File: src/rtl/hp_bar_animator.sv
// hp_bar_animator
//   Animates a displayed HP value per channel toward a loaded target, one
//   STEP per frame tick, and renders every channel's HP bar as a registered
//   pixel stream.
// Ports:
//   clk, rst_n               clock, asynchronous active-low reset
//   frame_tick               one-cycle pulse per video frame
//   load_valid/ready/ch/hp   target load handshake (accepted only when idle)
//   anim_busy, anim_done     animation in progress / one-cycle completion pulse
//   disp_hp, hp_zero         displayed HP per channel (ch0 in LSBs), zero flags
//   bar_h_start, bar_v_start per-channel bar origin, 10 bits each, packed
//   h_cnt, v_cnt             current pixel position
//   pixel_hit, pixel_color   registered bar hit flag and RGB444 colour
module hp_bar_animator #(
    parameter int NUM_CH    = 2,
    parameter int HP_W      = 8,
    parameter int HP_MAX    = 200,
    parameter int STEP      = 1,
    parameter int BAR_SCALE = 1,
    parameter int BAR_H     = 10
) (
    input  logic                                       clk,
    input  logic                                       rst_n,
    input  logic                                       frame_tick,
    input  logic                                       load_valid,
    output logic                                       load_ready,
    input  logic [((NUM_CH > 1) ? $clog2(NUM_CH) : 1)-1:0] load_ch,
    input  logic [HP_W-1:0]                            load_hp,
    output logic                                       anim_busy,
    output logic                                       anim_done,
    output logic [NUM_CH*HP_W-1:0]                     disp_hp,
    output logic [NUM_CH-1:0]                          hp_zero,
    input  logic [NUM_CH*10-1:0]                       bar_h_start,
    input  logic [NUM_CH*10-1:0]                       bar_v_start,
    input  logic [9:0]                                 h_cnt,
    input  logic [9:0]                                 v_cnt,
    output logic                                       pixel_hit,
    output logic [11:0]                                pixel_color
);

    localparam int CH_W = (NUM_CH > 1) ? $clog2(NUM_CH) : 1;

    localparam logic [HP_W-1:0] HP_MAX_V = HP_W'(HP_MAX);
    localparam logic [HP_W:0]   STEP_V   = (HP_W+1)'(STEP);
    localparam logic [10:0]     BAR_LEN  = 11'(HP_MAX * BAR_SCALE);
    localparam logic [10:0]     BAR_HV   = 11'(BAR_H);
    localparam logic [10:0]     SCALE_V  = 11'(BAR_SCALE);
    // Colour thresholds compared against 4*disp
    localparam logic [HP_W+2:0] HALF_V   = (HP_W+3)'(2 * HP_MAX);
    localparam logic [HP_W+2:0] QUART_V  = (HP_W+3)'(HP_MAX);

    typedef enum logic [1:0] {IDLE, ANIM, DONE} state_t;

    state_t          state, state_n;
    logic [HP_W-1:0] disp     [NUM_CH];
    logic [HP_W-1:0] target   [NUM_CH];
    logic [HP_W-1:0] disp_n   [NUM_CH];
    logic [HP_W-1:0] target_n [NUM_CH];
    logic [HP_W:0]   move     [NUM_CH];
    logic [HP_W:0]   dec      [NUM_CH];
    logic [HP_W:0]   inc      [NUM_CH];
    logic [NUM_CH-1:0] above, below;
    logic            all_eq;
    logic            load_ok;
    logic [HP_W-1:0] load_clamped;

    logic [NUM_CH-1:0] on_track, filled;
    logic [11:0]       fill_color [NUM_CH];
    logic              hit_n;
    logic [11:0]       color_n;
    logic [10:0]       hh, vv;

    assign hh = {1'b0, h_cnt};
    assign vv = {1'b0, v_cnt};

    assign load_ok      = load_valid && ({1'b0, load_ch} < (CH_W+1)'(NUM_CH));
    assign load_clamped = (load_hp > HP_MAX_V) ? HP_MAX_V : load_hp;

    for (genvar i = 0; i < NUM_CH; i++) begin : g_ch
        logic [HP_W:0]   gap;
        logic [10:0]     hs, vs;
        logic [HP_W+2:0] quad;

        // Step toward target, limited to the remaining distance
        assign above[i] = disp[i] > target[i];
        assign below[i] = disp[i] < target[i];
        assign gap      = above[i] ? ({1'b0, disp[i]} - {1'b0, target[i]})
                                   : ({1'b0, target[i]} - {1'b0, disp[i]});
        assign move[i]  = (gap < STEP_V) ? gap : STEP_V;
        assign dec[i]   = {1'b0, disp[i]} - move[i];
        assign inc[i]   = {1'b0, disp[i]} + move[i];

        assign disp_hp[i*HP_W +: HP_W] = disp[i];
        assign hp_zero[i]              = (disp[i] == '0);

        // Geometry in 11 bits so origin + length cannot wrap past 1023
        assign hs          = {1'b0, bar_h_start[i*10 +: 10]};
        assign vs          = {1'b0, bar_v_start[i*10 +: 10]};
        assign on_track[i] = (hh >= hs) && (hh < hs + BAR_LEN) &&
                             (vv >= vs) && (vv < vs + BAR_HV);
        assign filled[i]   = hh < hs + 11'(disp[i]) * SCALE_V;
        assign quad        = {1'b0, disp[i], 2'b00};
        assign fill_color[i] = (quad > HALF_V)  ? 12'h0f0 :
                               (quad > QUART_V) ? 12'hff0 : 12'hf00;
    end

    always_comb begin
        all_eq = 1'b1;
        for (int unsigned i = 0; i < NUM_CH; i++) begin
            if (disp[i] != target[i]) all_eq = 1'b0;
        end
    end

    always_comb begin
        state_n    = state;
        load_ready = 1'b0;
        anim_busy  = 1'b0;
        anim_done  = 1'b0;
        disp_n     = disp;
        target_n   = target;
        case (state)
            IDLE: begin
                load_ready = 1'b1;
                if (load_ok) begin
                    target_n[load_ch] = load_clamped;
                    state_n           = ANIM;
                end
            end
            ANIM: begin
                anim_busy = 1'b1;
                if (all_eq) begin
                    state_n = DONE;
                end else if (frame_tick) begin
                    for (int unsigned i = 0; i < NUM_CH; i++) begin
                        if (above[i])      disp_n[i] = dec[i][HP_W-1:0];
                        else if (below[i]) disp_n[i] = inc[i][HP_W-1:0];
                    end
                end
            end
            DONE: begin
                anim_done = 1'b1;
                state_n   = IDLE;
            end
            default: state_n = IDLE;
        endcase
    end

    // Walk channels from highest to lowest so the lowest index wins overlaps
    always_comb begin
        hit_n   = 1'b0;
        color_n = 12'h000;
        for (int unsigned k = 0; k < NUM_CH; k++) begin
            if (on_track[NUM_CH-1-k]) begin
                hit_n   = 1'b1;
                color_n = filled[NUM_CH-1-k] ? fill_color[NUM_CH-1-k] : 12'h888;
            end
        end
    end

    always_ff @(posedge clk or negedge rst_n) begin
        if (!rst_n) begin
            state <= IDLE;
            for (int unsigned i = 0; i < NUM_CH; i++) begin
                disp[i]   <= HP_MAX_V;
                target[i] <= HP_MAX_V;
            end
        end else begin
            state  <= state_n;
            disp   <= disp_n;
            target <= target_n;
        end
    end

    always_ff @(posedge clk or negedge rst_n) begin
        if (!rst_n) begin
            pixel_hit   <= 1'b0;
            pixel_color <= 12'h000;
        end else begin
            pixel_hit   <= hit_n;
            pixel_color <= color_n;
        end
    end

endmodule

File: config.mk
export PLATFORM = sky130hd
export DESIGN_NAME = hp_bar_animator
export DESIGN_NICKNAME = d
export VERILOG_FILES = /design/src/rtl/hp_bar_animator.sv
export SDC_FILE = /design/constraint.sdc
export NUM_CORES = 1
export LEC_CHECK = 0
export BUFFER_PORTS_ARGS = -buffer_cell sky130_fd_sc_hd__buf_2
export CORE_ASPECT_RATIO = 0.6
export CORE_MARGIN = 8
export CORE_UTILIZATION = 54
export DETAILED_ROUTE_END_ITERATION = 8
export PLACE_DENSITY = 0.84
export SYNTH_ARGS = -nofsm -noshare
export SYNTH_HDL_FRONTEND = slang
export SYNTH_SLANG_ARGS = --single-unit
File: constraint.sdc
create_clock -name clk -period 4.2 [get_ports clk]
set_input_delay 0.42 -clock clk [delete_from_list [all_inputs] [get_ports clk]]
set_output_delay 0.42 -clock clk [all_outputs]
set_load 0.005 [all_outputs]
* After elaboration in Yosys (flattened, before gate mapping)
Cells that the tools add are included.
** Storage, ports and cells
- Register bits after elaboration :: 47
- Bits of input ports :: 73
- Output and inout port bits :: 34
- Word-level logic and storage cells :: 98
** Operators by class
- Add/sub/neg operators :: 14
- Order comparisons :: 23
- Eq/ne operators :: 6
- Multiplexer cells :: 30
- Bitwise logic cells :: 2
- Reductions and logical operators :: 16
** Operator list (number)
- $mux 8 :: 10
- $mux 12 :: 6
- $lt 10x11->1 :: 6
- $ge 10x10->1 :: 4
- $sub 8x8->9 :: 4
- $add 10x4->11 const B :: 2
- $add 10x8->11 :: 2
- $add 10x8->11 const B :: 2
- $gt 10x8->1 const B :: 2
- $gt 10x9->1 const B :: 2
- $lt 9x1->1 const B :: 2
- $mux 9 :: 2
- $add 8x8->8 :: 2
- $bwmux 16 :: 1
- $gt 8x8->1 :: 2
- $logic_not 8->1 :: 2
- $lt 8x8->1 :: 2
- $ne 8x8->1 :: 2
- $sub 8x8->8 :: 2
- $demux 8 s1 :: 1
- $gt 8x8->1 const B :: 1
- $reduce_and 4->1 :: 2
- $logic_and 1x1->1 :: 7
- $mux 1 :: 7
- 12 further kinds :: 16

* Depth between registers and ports, before layout
- Depth after elaboration :: 7
- Gate-level depth with buffers :: 24
- Gate-level depth less buffers :: 24

* Least setup slack after synthesis
Ideal clock, no wire load.
- Path type :: register -> register
- From :: register disp (netlist bit disp_hp[9])
- To :: register disp (netlist bit disp_hp[15])
- Library setup time :: 75 ps
- Arrival time :: 4503 ps
- Required time :: 4125 ps
- Slack :: -379 ps
- Cell stages (with the launch flop) :: 23
- Path buffers :: 0
- Period minus slack after synthesis :: 4579 ps
- Cell sequence :: dfrtp_1 > inv_1 > fa_1 > nand2b_1 > a21oi_1 > a311oi_1 > a2111oi_1 > o211a_1 > and2_1 > o21a_1 > ha_1 > inv_1 > nor2_1 > ha_1 > a21o_1 > a211oi_1 > o21ai_0 > a21oi_1 > nor2_1 > o21a_1 > a41oi_1 > nand3_1 > xnor2_1
** On the way
- Longest elaborated chain between the ends :: 7
- Elaborated cells between the ends (all ways) :: 16
- Classes of those cells :: 4 x add/sub; 3 x order compare; 1 x eq/ne; 5 x mux; 1 x bitwise; 2 x reduce/logical
** RTL lines
- start, declared :: line 55 : logic [HP_W-1:0] disp [NUM_CH];
- start signal, assigned :: line 169 : disp <= disp_n;
- $sub 8x8->9, or another cell as far along :: line 88 : : ({1'b0, target[i]} - {1'b0, disp[i]});
- $mux 9 :: line 87 : assign gap = above[i] ? ({1'b0, disp[i]} - {1'b0, target[i]})
- $lt 9x1->1 :: line 89 : assign move[i] = (gap < STEP_V) ? gap : STEP_V;
- $mux 8 :: line 89
- $add 8x8->8 :: line 91 : assign inc[i] = {1'b0, disp[i]} + move[i];
- $mux 8 :: line 136 : else if (below[i]) disp_n[i] = inc[i][HP_W-1:0];
- $mux 8 :: line 135 : if (above[i]) disp_n[i] = dec[i][HP_W-1:0];
Several ways; a longest one is shown, not always the timed one. The select of a mux whose other input is x is not followed.
A chain may end at the register's enable or synchronous reset.

* Final worst setup path
Ends and elaborated chain as after synthesis.

==> results.yml <==
run_status:
  status: "finished with violations"
  violations: "setup timing"
synthesis:
  synthFlopType: "dfrtp_1"
  synth.ff_latch_count: 40
  synthArstFlopShare_pct: 100
  synth_commonest_cells: "ha_1, inv_1, o21ai_0"
  muxShareOfSynthArea_pct: 2.47
  syn-cell-area_um2: 7230
  synth_fa_ha_area_share_pct: 29.5
  synthSimpleGateAreaFrac_pct: 15.3
  yosys.area.top_type_share_pct: 27.3
  yosysMostFrequentCell: "ha_1"
  yosys_warnings: 0
  synth-xor-area-share_pct: 7.14
  netlist_top_cells_area: "ha_1, dfrtp_1, xnor2_1, inv_1, dfstp_2"
  ys_types: 81
  ys_seq_area_share_pct: 14.0
  synth_top_family_by_area: "adder cells"
  syn_inst: 878
  synth_top_area_cell: "ha_1"
  syn_area_per_cell_um2: 8.24
  synth-compound-area-share_pct: 24.2
  synth_edf_count: 0
die:
  rows: 32
  die_x_um: 165
  die_h_um: 106
  io_pins: 107
  core_area_um2: 13000
  fp.dieArea_um2: 17500
  start_util_pct: 55.8
pwr:
  pwr-share-comb_pct: 84.8
  total_power_mw: 6.97
  internal_power_mw: 3.65
  p_switching_mw: 3.32
  pwr-share-seq_pct: 8.7
  power_frac_clock_pct: 6.5
  power_density_nw_per_um2: 752
  switching_share_pct: 47.6
  ir_drop_uv: 557
  leakage_nw: 4.69
sta:
  post-route-period-util_pct: 105
  skew_ps: 10.2
  worst_pin_slew_ps: 962
  rsz0062_at_grt: "yes"
  max_slew_margin_pct: 35.8
  period_minus_slack_ps: 4410
  slew_violations: 0
  max_freq_mhz: 227
  timing.final.ws_setup_ps: -211
  finalSetupViolCount: 5
  finalHoldViolations: 0
finish:
  area_growth_pct: 28.2
  final_net_count: 1330
  layout-drive-gt1-share_pct: 31.8
  antenna_cells: 0
  postLayoutCoreUtil_pct: 71.5
critical_path:
  crit_buf_inv: 4
  crit_path_frequent_cell: "ha_1"
  arrival_ps: 4630
  max_stage_delay_ps: 420
  path_cells: "inv_4, ha_1, nor2b_2, buf_4, o31ai_1, o211ai_1, a2111oi_4, buf_4, o211a_1, and2_4, o21a_1, ha_1, inv_1, nor2_2, ha_1, a21o_1, a211oi_2, o21ai_2, a21oi_2, o211ai_1, a211oi_2, a41oi_2, nand3_2, xnor2_1"
  start_kind: "flip-flop"
  cp_slowest_cell: "dfrtp_2"
  crit_type: "reg2reg"
  crit_start: "disp_hp[9]$_DFFE_PN0P_"
  required_ps: 4420
  rr_startpoint: "disp_hp[9]$_DFFE_PN0P_"
  crit_path_end_kind: "flip-flop"
  crit_path_max_fanout: 3
  critical-path-top-delay-family: "compound AO/OA/AOI/OAI gates"
clock_network:
  cts_hold_buf: 0
  path_clk_slew_ps: 70
  cts_tree: "done"
  cts_made_buffers: 5
  ctsLongestPathBuffers: 2
  clk_latency_ps: 290
  cts-root-buf: "clkbuf_16"
  clock_sinks: 40
  htreeDepth: 2
route:
  ant_nets: 0
  vias_per_cell: 5.97
  drt-total-wl_um: 23500
  drtIter0Drc: 662
  route.vias.total: 7537
  drt_drc_violations_left: 0
  first_pass_iters: 5
  avgRoutedWirePerCell_um: 18.6
flow_run:
  maxCapViolations: 0
hold_path:
  hp-class: "in2async"
grt:
  first_global_vias: 7292
  grt_max_degree: 41
  grt_usage_pct: 25.5
  grt-ovfl-total: 0
  grt_pass1_wl_um: 36400
  antenna_found_initial: 0
placed_design:
  hpwl_um: 18600
  place_congestion: 0.959
  port_buffers: 103
-- logic make-up after synthesis --
logic type / after synthesis
AOI/OAI and AO/OA: 259
DFF: 40
adders and majority gates: 166
and+or+nand+nor: 217
other: 2
buffers and inverters: 119
muxes: 16
xor gates and xnor gates: 59
-- flip-flops by register name (all words and copies together), names as in the netlist --
name         count
pixel_color      5
state            2
target          16
pixel_hit        1
disp_hp         16
-- per-stage QoR --
step                hold slack [ps]  instances  setup slack (ps)  area (um^2)  setup TNS (ps)
finish                          270       1262              -211         9280            -641
detailed placement              463       1232              -355         8620           -1040
global placement                466       1232              -209         8620            -449
CTS                             300       1251              -132         9020            -132
floorplan                       124        881              58.4         7300               0
global route                    344       1262              -436         9280           -1860
-- worst reg2reg max path, delay by kind of cell, from the launching register on --
family | cells | cell delay, ps
AO/OA/AOI/OAI | 12 | 2170
XOR/XNOR | 1 | 110
adder cells (fa/ha/maj) | 3 | 730
buffers and inverters | 4 | 450
flip-flops | 1 | 420
AND/OR/NAND/NOR | 4 | 470
-- layout make-up --
| cell class | count | area (um^2) |
|---|---|---|
| Multi-Input combinational cell | 722 | 6060 |
| Inverter | 96 | 363 |
| Timing Repair Buffer | 226 | 1450 |
| Sequential cell | 40 | 1020 |
| Fill cell | 962 | 3700 |
| Clock buffer | 5 | 125 |
| Clock inverter | 3 | 42.5 |
| Tap cell | 170 | 213 |
-- layer usage --
metal	track usage (%)	vias up	routed length (um)
li1	-	3565	-
met2	39.1	390	10200
met5	0	-	0
met4	4.76	0	363
met3	4.82	46	2490
met1	36.7	3536	10500
-- power groups by stage --
| stage | clock network (mW) | registers (mW) | logic (mW) |
|---|---|---|---|
| 5_1_grt | 0.475 | 0.617 | 6.40 |
| 2_1_floorplan | 0 | 0.692 | 3.26 |
| 6_report | 0.454 | 0.604 | 5.91 |
| 3_5_place_dp | 0 | 0.597 | 5.11 |
| 3_3_place_gp | 0 | 0.593 | 4.92 |
| 4_1_cts | 0.449 | 0.599 | 5.43 |
-- what timing repair did --
item | CTS | global route
endpoints found under the hold margin | 0 | 0
gates resized for setup | 34 | 43
pin swaps | 31 | 46
setup buffers | 11 | 12
setup endpoints to repair | 6 | 11
-- cells in the final DEF (no fill, tap or decap), types with 12 or more instances in the layout --
cell | Yosys | layout
a21o_1 | 29 | 29
a21oi_1 | 54 | 41
a21oi_2 | 3 | 15
buf_2 | 3 | 103
buf_4 | 9 | 121
dfrtp_1 | 28 | 24
dfstp_2 | 12 | 12
ha_1 | 158 | 145
inv_1 | 95 | 88
nand2_1 | 59 | 58
nand3_1 | 14 | 12
nor2_1 | 52 | 50
nor2b_1 | 19 | 16
nor3_1 | 13 | 12
o21a_1 | 20 | 20
o21ai_0 | 61 | 54
xnor2_1 | 45 | 43
xor2_1 | 14 | 14
-- final timing paths --
kind	slack [ps]	to	depth (start not counted)
min reg2reg	480	state[0]$_DFFE_PN0P_	1
max in group asynchronous	3260	disp_hp[1]$_DFFE_PN0P_	1
min	270	disp_hp[10]$_DFFE_PN0P_	1
max reg2reg	-210	disp_hp[15]$_DFFE_PN1P_	24
max	-210	disp_hp[15]$_DFFE_PN1P_	24
min in group clk	420	target[2]$_DFFE_PN0P_	3
Note: power is estimated with default switching activity, not from simulation.
